==> src/rtl/segment_decode.sv <==
// Receive side of the BCD-to-7-segment path: captures an active-low segment pattern,
// waits for it to stay stable, decodes it to BCD and shifts accepted digits into a word.
module segment_decode #(
    parameter int unsigned STABLE_CYCLES = 4,
    parameter int unsigned NUM_DIGITS    = 4
) (
    input  logic                              clk,
    input  logic                              reset,
    input  logic [6:0]                        segments,
    input  logic                              ready,
    output logic                              S0,
    output logic                              S1,
    output logic                              S2,
    output logic                              S3,
    output logic                              valid,
    output logic                              blank,
    output logic                              error,
    output logic [4*NUM_DIGITS-1:0]           bcd_word,
    output logic [$clog2(NUM_DIGITS+1)-1:0]   digit_count
);

    localparam int unsigned CW  = (STABLE_CYCLES > 1) ? $clog2(STABLE_CYCLES) : 1;
    localparam int unsigned BW  = 4 * NUM_DIGITS;
    localparam int unsigned DCW = $clog2(NUM_DIGITS + 1);

    typedef enum logic [1:0] {
        IDLE,
        CAPTURE,
        DECODE,
        WAIT_LOW
    } state_t;

    state_t          state_q, state_d;
    logic            ready_q;
    logic            rise;
    logic [6:0]      seg_q, seg_d;
    logic [CW-1:0]   cnt_q, cnt_d;
    logic [3:0]      digit_q, digit_d;
    logic            valid_d, blank_d, error_d;
    logic [BW-1:0]   word_d;
    logic [DCW-1:0]  count_d;

    logic [3:0]      lut_digit;
    logic            lut_hit;
    logic            lut_blank;

    assign rise = ready & ~ready_q;

    assign S0 = digit_q[3];
    assign S1 = digit_q[2];
    assign S2 = digit_q[1];
    assign S3 = digit_q[0];

    // Exact-match lookup of the held pattern; active-low bits {g,f,e,d,c,b,a}.
    always_comb begin
        lut_digit = '0;
        lut_hit   = 1'b1;
        lut_blank = 1'b0;
        case (seg_q)
            7'b1000000: lut_digit = 4'd0;
            7'b1111001: lut_digit = 4'd1;
            7'b0100100: lut_digit = 4'd2;
            7'b0110000: lut_digit = 4'd3;
            7'b0011001: lut_digit = 4'd4;
            7'b0010010: lut_digit = 4'd5;
            7'b0000010: lut_digit = 4'd6;
            7'b1111000: lut_digit = 4'd7;
            7'b0000000: lut_digit = 4'd8;
            7'b0011000: lut_digit = 4'd9;
            7'b1111111: begin
                lut_hit   = 1'b0;
                lut_blank = 1'b1;
            end
            default: lut_hit = 1'b0;
        endcase
    end

    always_comb begin
        state_d = state_q;
        seg_d   = seg_q;
        cnt_d   = cnt_q;
        digit_d = digit_q;
        word_d  = bcd_word;
        count_d = digit_count;
        valid_d = 1'b0;
        blank_d = 1'b0;
        error_d = 1'b0;

        case (state_q)
            IDLE: begin
                if (rise) begin
                    seg_d   = segments;
                    cnt_d   = '0;
                    state_d = CAPTURE;
                end
            end
            CAPTURE: begin
                // Dropping ready wins over a pattern change; any change restarts the count.
                if (!ready) begin
                    state_d = IDLE;
                end else if (segments != seg_q) begin
                    seg_d = segments;
                    cnt_d = '0;
                end else if (cnt_q == CW'(STABLE_CYCLES - 1)) begin
                    state_d = DECODE;
                end else begin
                    cnt_d = cnt_q + CW'(1);
                end
            end
            DECODE: begin
                state_d = WAIT_LOW;
                if (lut_hit) begin
                    digit_d = lut_digit;
                    word_d  = (bcd_word << 4) | BW'(lut_digit);
                    if (digit_count != DCW'(NUM_DIGITS)) begin
                        count_d = digit_count + DCW'(1);
                    end
                    valid_d = 1'b1;
                end else if (lut_blank) begin
                    blank_d = 1'b1;
                end else begin
                    error_d = 1'b1;
                end
            end
            WAIT_LOW: begin
                if (!ready) begin
                    state_d = IDLE;
                end
            end
            default: state_d = IDLE;
        endcase
    end

    // ready_q resets high so a level already present at reset is not seen as a rise.
    always_ff @(posedge clk) begin
        if (reset) begin
            state_q     <= IDLE;
            ready_q     <= 1'b1;
            seg_q       <= '0;
            cnt_q       <= '0;
            digit_q     <= '0;
            valid       <= 1'b0;
            blank       <= 1'b0;
            error       <= 1'b0;
            bcd_word    <= '0;
            digit_count <= '0;
        end else begin
            state_q     <= state_d;
            ready_q     <= ready;
            seg_q       <= seg_d;
            cnt_q       <= cnt_d;
            digit_q     <= digit_d;
            valid       <= valid_d;
            blank       <= blank_d;
            error       <= error_d;
            bcd_word    <= word_d;
            digit_count <= count_d;
        end
    end

endmodule

==> config.mk <==
export PLATFORM = sky130hd
export DESIGN_NAME = segment_decode
export DESIGN_NICKNAME = d
export VERILOG_FILES = /design/src/rtl/segment_decode.sv
export SDC_FILE = /design/constraint.sdc
export NUM_CORES = 1
export LEC_CHECK = 0
export ABC_AREA = 1
export CAP_MARGIN = 25
export CORE_UTILIZATION = 52
export CTS_BUF_LIST = sky130_fd_sc_hd__clkbuf_8
export CTS_CLUSTER_DIAMETER = 80
export CTS_CLUSTER_SIZE = 40
export DETAILED_ROUTE_END_ITERATION = 6
export PLACE_DENSITY = 0.85
export SLEW_MARGIN = 20
export SYNTH_ARGS = -nofsm -noshare
export SYNTH_HDL_FRONTEND = slang
export SYNTH_SLANG_ARGS = --single-unit
==> constraint.sdc <==
create_clock -name clk -period 1.7 [get_ports clk]
set_input_delay 0.255 -clock clk [delete_from_list [all_inputs] [get_ports clk]]
set_output_delay 0.255 -clock clk [all_outputs]
set_load 0.01 [all_outputs]
# == Word-level counts from Yosys, hierarchy flattened ==
# Index checks and enable logic that the tools add are counted.
# Widths: inputs -> output; s select.
# classes
n_addsub,2
eq_ne,23
n_mux,21
n_bitwise,4
n_reduce_logical,11
# op_table
cell,n
$pmux 4 s9,1
$eq 7x7->1 const B,4
$eq 7x5->1 const B,3
$mux 7,3
$mux 2,9
$or 16x4->16,1
$eq 7x6->1 const B,2
$pmux 7 s2,1
$ne 3x3->1 const B,4
$reduce_and 4->1,3
$reduce_or 10->1,1
$ne 2x2->1 const B,4
$pmux 2 s4,1
$eq 7x2->1 const B,1
$logic_not 7->1,1
$ne 7x7->1,1
$eq 2x2->1 const B,3
$mux 1,5
$pmux 2 s2,1
$add 3x1->3 const B,1
$reduce_and 3->1,1
$reduce_or 3->1,1
$add 2x1->2 const B,1
$eq 2x1->1 const B,1
other kinds (6),7
# word_totals
ff_bits,38
input_bits,10

# == Longest topological paths before layout ==
# Gate-level depths: netlist of the first run.
# logic_depth
ltp_word,5
mapped_depth,12
mapped_depth_nobuf,11

# == Worst setup path after synthesis of the first run ==
# OpenSTA, ideal clock, no wires.
# synth_timing
kind,register to register
from,register seg_q[6]
to,register bcd_word[8]
setup_ns,0.116
arrival_ns,1.348
required_ns,1.584
setup_slack_ns,0.236
stages_incl_launch_ff,13
cell_sequence,dfxtp_1 -> inv_2 -> nand2_1 -> nor2_1 -> nand2_2 -> nand2_1 -> nor2_2 -> nand3_4 -> nand2_4 -> inv_4 -> buf_12 -> nor2_2 -> nor2_1
# synth_between
elab_chain_cells,4
elab_cells_between_ends,13
classes_between,eq/ne: 9; mux: 1; reduce/logical: 3
# synth_rtl
element,line_no,rtl
"start, declared",36,"logic [6:0] seg_q, seg_d;"
"start signal, assigned",150,seg_q <= seg_d;
"$eq 7x5->1, or another cell as far along",59,case (seg_q)
$reduce_or 10->1 (no line) (*),--,
$mux 1 (*),59,
$reduce_and 2->1 (no line) (*),--,
"end signal, assigned",156,bcd_word <= word_d;
"end, declared",18,"output logic [4*NUM_DIGITS-1:0] bcd_word,"
# Mark *: on every way between the ends. The rest lies on a longest branch, timed or not.
# A chain may end at the register's enable or synchronous reset.

# == Final worst setup path of the first run ==
# layout_timing
from,register seg_q[2]
to,register bcd_word[10]
# Same word-level chain as after synthesis.

==> results of run 1 <==
==> power groups by stage <==
stage / logic (uW) / clock network [uW] / registers, uW
floorplan: 145 / 0 / 850
global placement: 218 / 0 / 854
detailed placement: 222 / 0 / 854
CTS: 224 / 752 / 837
global route: 262 / 784 / 843
finish: 232 / 736 / 840
==> cell families after synthesis <==
kind of cell    count (synthesis)  synth area share
flops                          34             0.394
compound gates                 41             0.125
simple gates                  127             0.343
fa+ha+maj                       3            0.0217
xor+xnor                        4            0.0203
buf+inv                        32            0.0963
==> layer usage <==
| metal | global-route usage | vias up |
|---|---|---|
| met3 | 0.0480 | 10 |
| met1 | 0.277 | 703 |
| met2 | 0.375 | 44 |
| met4 | 0.106 | 0 |
| li1 | - | 856 |
| met5 | 0 | - |
==> through the flow <==
step / cell area, um^2 / total power (uW) / TNS (ns)
floorplan: 1730 / 995 / 0
global placement: 2140 / 1070 / -0.0766
detailed placement: 2140 / 1080 / -0.279
CTS: 2250 / 1810 / 0
global route: 2270 / 1890 / -0.0736
finish: 2270 / 1810 / 0
==> cell usage after synthesis (all sizes together) <==
library cell	n
nor2	55
nand2	53
dfxtp	34
inv	23
o21ai	23
a21oi	16
nand3	11
buf	8
nand4	4
ha	3
nor3	3
xnor2	2
xor2	2
a211oi	1
clkbuf	1
nor3b	1
o211ai	1
==> sequential cells by signal (all words and copies together) (netlist names), named ones only <==
signal	cells
error	1
cnt_q	2
state_q	1
blank	1
digit_count	3
valid	1
bcd_word	16
seg_q	7
ready_q	1
==> worst min-delay path by stage <==
stage	endpoint	cells after the start	slack, ns	from
global placement	bcd_word[12]$_SDFFE_PP0P_	2	0.48	bcd_word[12]$_SDFFE_PP0P_
CTS	bcd_word[12]$_SDFFE_PP0P_	2	0.49	bcd_word[12]$_SDFFE_PP0P_
floorplan	flip-flop	1	0.32	reset
detailed placement	bcd_word[12]$_SDFFE_PP0P_	2	0.48	bcd_word[12]$_SDFFE_PP0P_
finish	bcd_word[12]$_SDFFE_PP0P_	2	0.49	bcd_word[12]$_SDFFE_PP0P_
global route	seg_q[4]$_SDFFE_PP0P_	2	0.52	seg_q[4]$_SDFFE_PP0P_
==> worst max-delay path, stage by stage, from the launching register on <==
cell,delay [ns]
dfxtp_2,0.34
inv_2,0.07
nand2_1,0.09
nor2_1,0.15
inv_1,0.06
nor2_2,0.10
nor2_1,0.08
nand3_4,0.10
nand2_4,0.12
buf_4,0.18
o21ai_1,0.11
nor2_1,0.05
==> final cells by class <==
type	instances	area [um^2]	area share
inverter	23	88.8	0.0391
timing repair buffer	44	430	0.190
multi-input combinational	175	896	0.394
sequential	34	688	0.303
tap	44	55.1	0.0242
clock inverter	1	30.0	0.0132
clock buffer	6	82.6	0.0364
==> timing repair <==
item,4_1_cts,5_1_grt
gates resized for setup,0,11
buffers inserted,0,0
setup endpoints to repair,0,17
==> results.md, run 1 <==
- Outcome: completed
- Hold Fails Final Rpt: 0
- Ys Warns: 0
- Antenna violations before repair: 0
- Final HPWL DP: 2.51 mm
- Antenna-violating nets left: 0
- Root Driver: clkbuf_8
- Critical Path End: bcd_word[10]$_SDFFE_PP0P_
- R2R Path End: bcd_word[10]$_SDFFE_PP0P_
- Largest net degree at the start of global routing: 19
- CTS H-tree lvls: 2
- # rows: 20
- Die height: 59.6 um
- Metal-1 WL: 1.56 mm
- Net Sw Frac: 0.234
- Pre-CTS WS: -0.0812 ns
- Flops & latches, synth: 34
- Syn nets: 254
- Net Sw Power: 423 uW
- CP Launch Type: flip-flop
- Max VDD drop: 746 uV
- Commonest non-fill, non-tap cell in the layout: nand2_1
- Met2 routed WL: 1.67 mm
- R2R setup slack: 0.13 ns
- Reg2reg start: seg_q[2]$_SDFFE_PP0P_
- Most frequent cells in the layout: 45 x nand2_1, 36 x nor2_1, 35 x clkdlybuf4s50_1
- Fillers: 280
- CP max FO: 15
- Max-Cap Viols: 0
- Clock tree from TritonCTS: built
- Seq pwr share: 0.465
- CP arrival: 1.75 ns
- Crit path kind: reg2reg
- Hold Path Class: reg2reg
- Core Util, Final: 0.732
- Post-Route WL: 3.44 mm
- Share of layout cells above drive strength 1: 0.223
- Final Wtd Congestion: 0.878
- P_int: 1390 uW
- Total CTS buffers: 5
- Final worst setup slack: 0.127 ns
- Top routing layer in use: met4
- Unrepaired setup endpoints after global routing: true
- Critical path startpoint: seg_q[2]$_SDFFE_PP0P_
- GRT Total Usage: 0.226
- Global-route wire length before repair: 6.02 mm
- Worst-Margin Slew: 0.324 ns
- Cell taking the most area after synthesis: dfxtp_1
- Clock share of power: 0.407
- Hold_ws: 0.491 ns
- Combinational share of power: 0.128
- Syn Area/Cell: 7.17 um^2
- Slew headroom: 0.783
- Post-synth top area share: 0.394
- Synth area leaders: dfxtp_1 39%, nand2_1 10%, nor2_1 8.5%
- Worst clock skew: 0.00397 ns
- Cells after synthesis: 241
- P&R area growth vs syn: 31.4%
- Insertion delay to the later sink of the worst-skew pair: 0.28 ns
- Mapped Area: 0.00173 mm^2
- DR vias/cell: 4.93
- Sequential area share after synthesis: 0.394
- Max-slew violation count: 0
- Port bufs: 35
- Hold_buf cts: 0
- Initial DRC count: 62
- PwrDens: 796 mW/mm^2
- Wirelength per Cell: 10.5 um
- Die width: 59.6 um
- Clk buf depth: 2
- Crit path required time: 1.88 ns
- Post-layout nets: 296
- TritonCTS Sinks: 34
- CTS clk-pin slew, worst paths: 0.07 ns
- DR vias: 1,613
- Die footprint: 0.00356 mm^2
- # placed instances: 320
- Non-filler instance count after layout: 327
- Core Box Area: 0.00310 mm^2
- Max Clk Rate: 636 MHz
- Remaining global-route overflow: 0
- Initial Util: 0.557
- Vias in the first global route: 1,455
- DRT Pass-1 Iters: 4
- Minimum clock period: 1.57 ns
- Tcrit/Tclk final: 0.925
- CP endpoint kind: flip-flop
- # diodes: 0
- IO Pins: 36
- Number of distinct library cells after synthesis: 29
- Final Setup Violations: 0
- Worst Reg-to-Reg Cells: 11
- Met3 Routed Length: 135 um
- Static leakage: 0.000931 uW
- DRC errors left: 0
Power figures use the tool's default switching activity.
==> run 2, diff against run 1 <==
--- a/config.mk
+++ b/config.mk
@@ -7,6 +7,7 @@
 export LEC_CHECK = 0
 export ABC_AREA = 1
 export CAP_MARGIN = 25
+export CORE_ASPECT_RATIO = 0.9
 export CORE_UTILIZATION = 52
 export CTS_BUF_LIST = sky130_fd_sc_hd__clkbuf_8
 export CTS_CLUSTER_DIAMETER = 80
==> run 2 against run 1 <==
  * Sequential share of layout area decreased by 0.46 points
  * Utilization increased by 0.86 points
  * Die area is essentially flat
  * Worst setup slack lost 0.044 ns
  * Fmax fell by 2.7%
  * Sequential power about the same
  * Global-route usage is essentially flat
  * Register-to-register slack worse by 0.04 ns
  * Clock skew grew 0.0062 ns
  * Final cell count up 0.92%
  * Power rose by 2.0%
  * First-iteration DRC count is 44% higher
==> results.md, run 2 (synthesized netlist as in run 1, its figures left out) <==
- Outcome: completed
- # diodes: 0
- Total CTS buffers: 5
- Die width: 62.8 um
- Global-route wire length before repair: 6.15 mm
- Core Box Area: 0.00311 mm^2
- DRT Pass-1 Iters: 4
- Most flops, register: bcd_word
- Busiest grt layer: met2
- Biggest regs: bcd_word: 16 flops, seg_q: 7 flops, digit_count: 3 flops
- Tot Pwr: 1850 uW
- Final Setup Violations: 0
- Insertion delay to the later sink of the worst-skew pair: 0.30 ns
- Slew headroom: 0.829
- GR Layer Usage met3: 0.0732
- CP max FO: 6
- Hold Path Class: reg2reg
- Post-layout nets: 301
- Initial Util: 0.555
- Static leakage: 0.000942 uW
- DRC errors left: 0
- Hold_buf cts: 0
- Hold_ws: 0.494 ns
- Port bufs: 35
- Die footprint: 0.00356 mm^2
- Antenna violations before repair: 0
- # rows: 19
- GR Util met2: 0.391
- Vias in the first global route: 1,470
- Sequential Area: 688 um^2
- Max-slew violation count: 0
- Initial DRC count: 89
- Post-Route WL: 3.59 mm
- Max reg flops: 16
- Most frequent cells in the layout: 44 x nand2_1, 37 x nor2_1, 35 x clkdlybuf4s50_1
- Root Driver: clkbuf_8
- IO Pins: 36
- Fillers: 276
- Max VDD drop: 757 uV
- Die height: 56.7 um
- Minimum clock period: 1.62 ns
- CP endpoint kind: flip-flop
- PwrDens: 800 mW/mm^2
- Hold Fails Final Rpt: 0
- Clk buf depth: 2
- Remaining global-route overflow: 0
- Commonest non-fill, non-tap cell in the layout: nand2_1
- Met1 usage: 0.255
- Final HPWL DP: 2.55 mm
- CTS clk-pin slew, worst paths: 0.07 ns
- Final Wtd Congestion: 0.887
- Antenna-violating nets left: 0
- Crit path required time: 1.93 ns
- Worst clock skew: 0.0102 ns
- Setup bufs post-CTS: 0
- CTS H-tree lvls: 2
- DR vias: 1,628
- Max-Cap Viols: 0
- P&R area growth vs syn: 33.5%
- Wirelength per Cell: 10.9 um
- Crit path kind: reg2reg
- Largest net degree at the start of global routing: 16
- Tcrit/Tclk final: 0.951
- Share of layout cells above drive strength 1: 0.236
- CP Launch Type: flip-flop
- Worst-Margin Slew: 0.256 ns
- Area of the multi-input gates: 905 um^2
- TritonCTS Sinks: 34
- Max Clk Rate: 619 MHz
- CP arrival: 1.85 ns
- Clock tree from TritonCTS: built
- GRT Total Usage: 0.226
- DR vias/cell: 4.93
run 2: cell types whose count changed in the layout (fill, tap and decap cells not counted):
cell     change
nor2_2       -1
nand2_1      -1
nor2_1       +1
buf_12       -1
nand2_8      +1
buf_4        +5
nand2_2      +1
nand2_4      -1
buf_6        +1
run 2: power breakdown:
part           total (uW)  internal [uW]  switching [uW]  leakage [uW]
Clock                 760            469             292     0.0000573
Combinational         246            108             138      0.000607
Sequential            839            817            22.9      0.000278
run 2: worst max-delay path, cell delays in order (launching register included):
cell	delay [ns]
dfxtp_2	0.35
inv_2	0.08
nand2_1	0.07
nor2_2	0.15
inv_1	0.07
nor2_2	0.10
nor2_1	0.08
nand3_4	0.13
buf_6	0.14
nand3_2	0.11
nand2_1	0.12
nand2_1	0.07
nor2_1	0.09
run 2: worst paths after layout:
kind / depth (start not counted) / from / end / slack (ns)
setup / recovery: 12 / seg_q[1]$_SDFFE_PP0P_ / digit_count[1]$_SDFFE_PP0P_ / 0.08
setup reg to reg: 12 / seg_q[1]$_SDFFE_PP0P_ / digit_count[1]$_SDFFE_PP0P_ / 0.08
hold / removal: 2 / bcd_word[13]$_SDFFE_PP0P_ / bcd_word[13]$_SDFFE_PP0P_ / 0.49
hold reg to reg: 2 / bcd_word[13]$_SDFFE_PP0P_ / bcd_word[13]$_SDFFE_PP0P_ / 0.49
run 2: metal layers:
metal,wire length (um),share of wire
met5,0,0
met4,70,0.020
met3,152,0.042
met2,1720,0.48
met1,1640,0.46
run 2: layout make-up:
type	instances	share of cell area
clock buffer	6	0.0358
clock inverter	1	0.0130
inverter	23	0.0385
multi-input combinational	175	0.392
sequential	34	0.298
tap	42	0.0228
timing repair buffer	49	0.199
run 2: what timing repair did:
action,CTS,global route
resized for setup,0,13
endpoints found under the setup margin,0,18
hold endpoints to repair,0,0
run 2: metrics by stage:
step                      cell area, um^2  instances  setup WS, ns  TNS [ns]   util
after detailed placement             2160        323        -0.105    -0.386  0.693
after global routing                 2310        330       -0.0738    -0.223  0.740
after CTS                            2270        330        0.0207         0  0.729
after global placement               2160        323       -0.0421    -0.117  0.693
final                                2310        330        0.0835         0  0.740
after floorplan                      1730        241         0.236         0      -
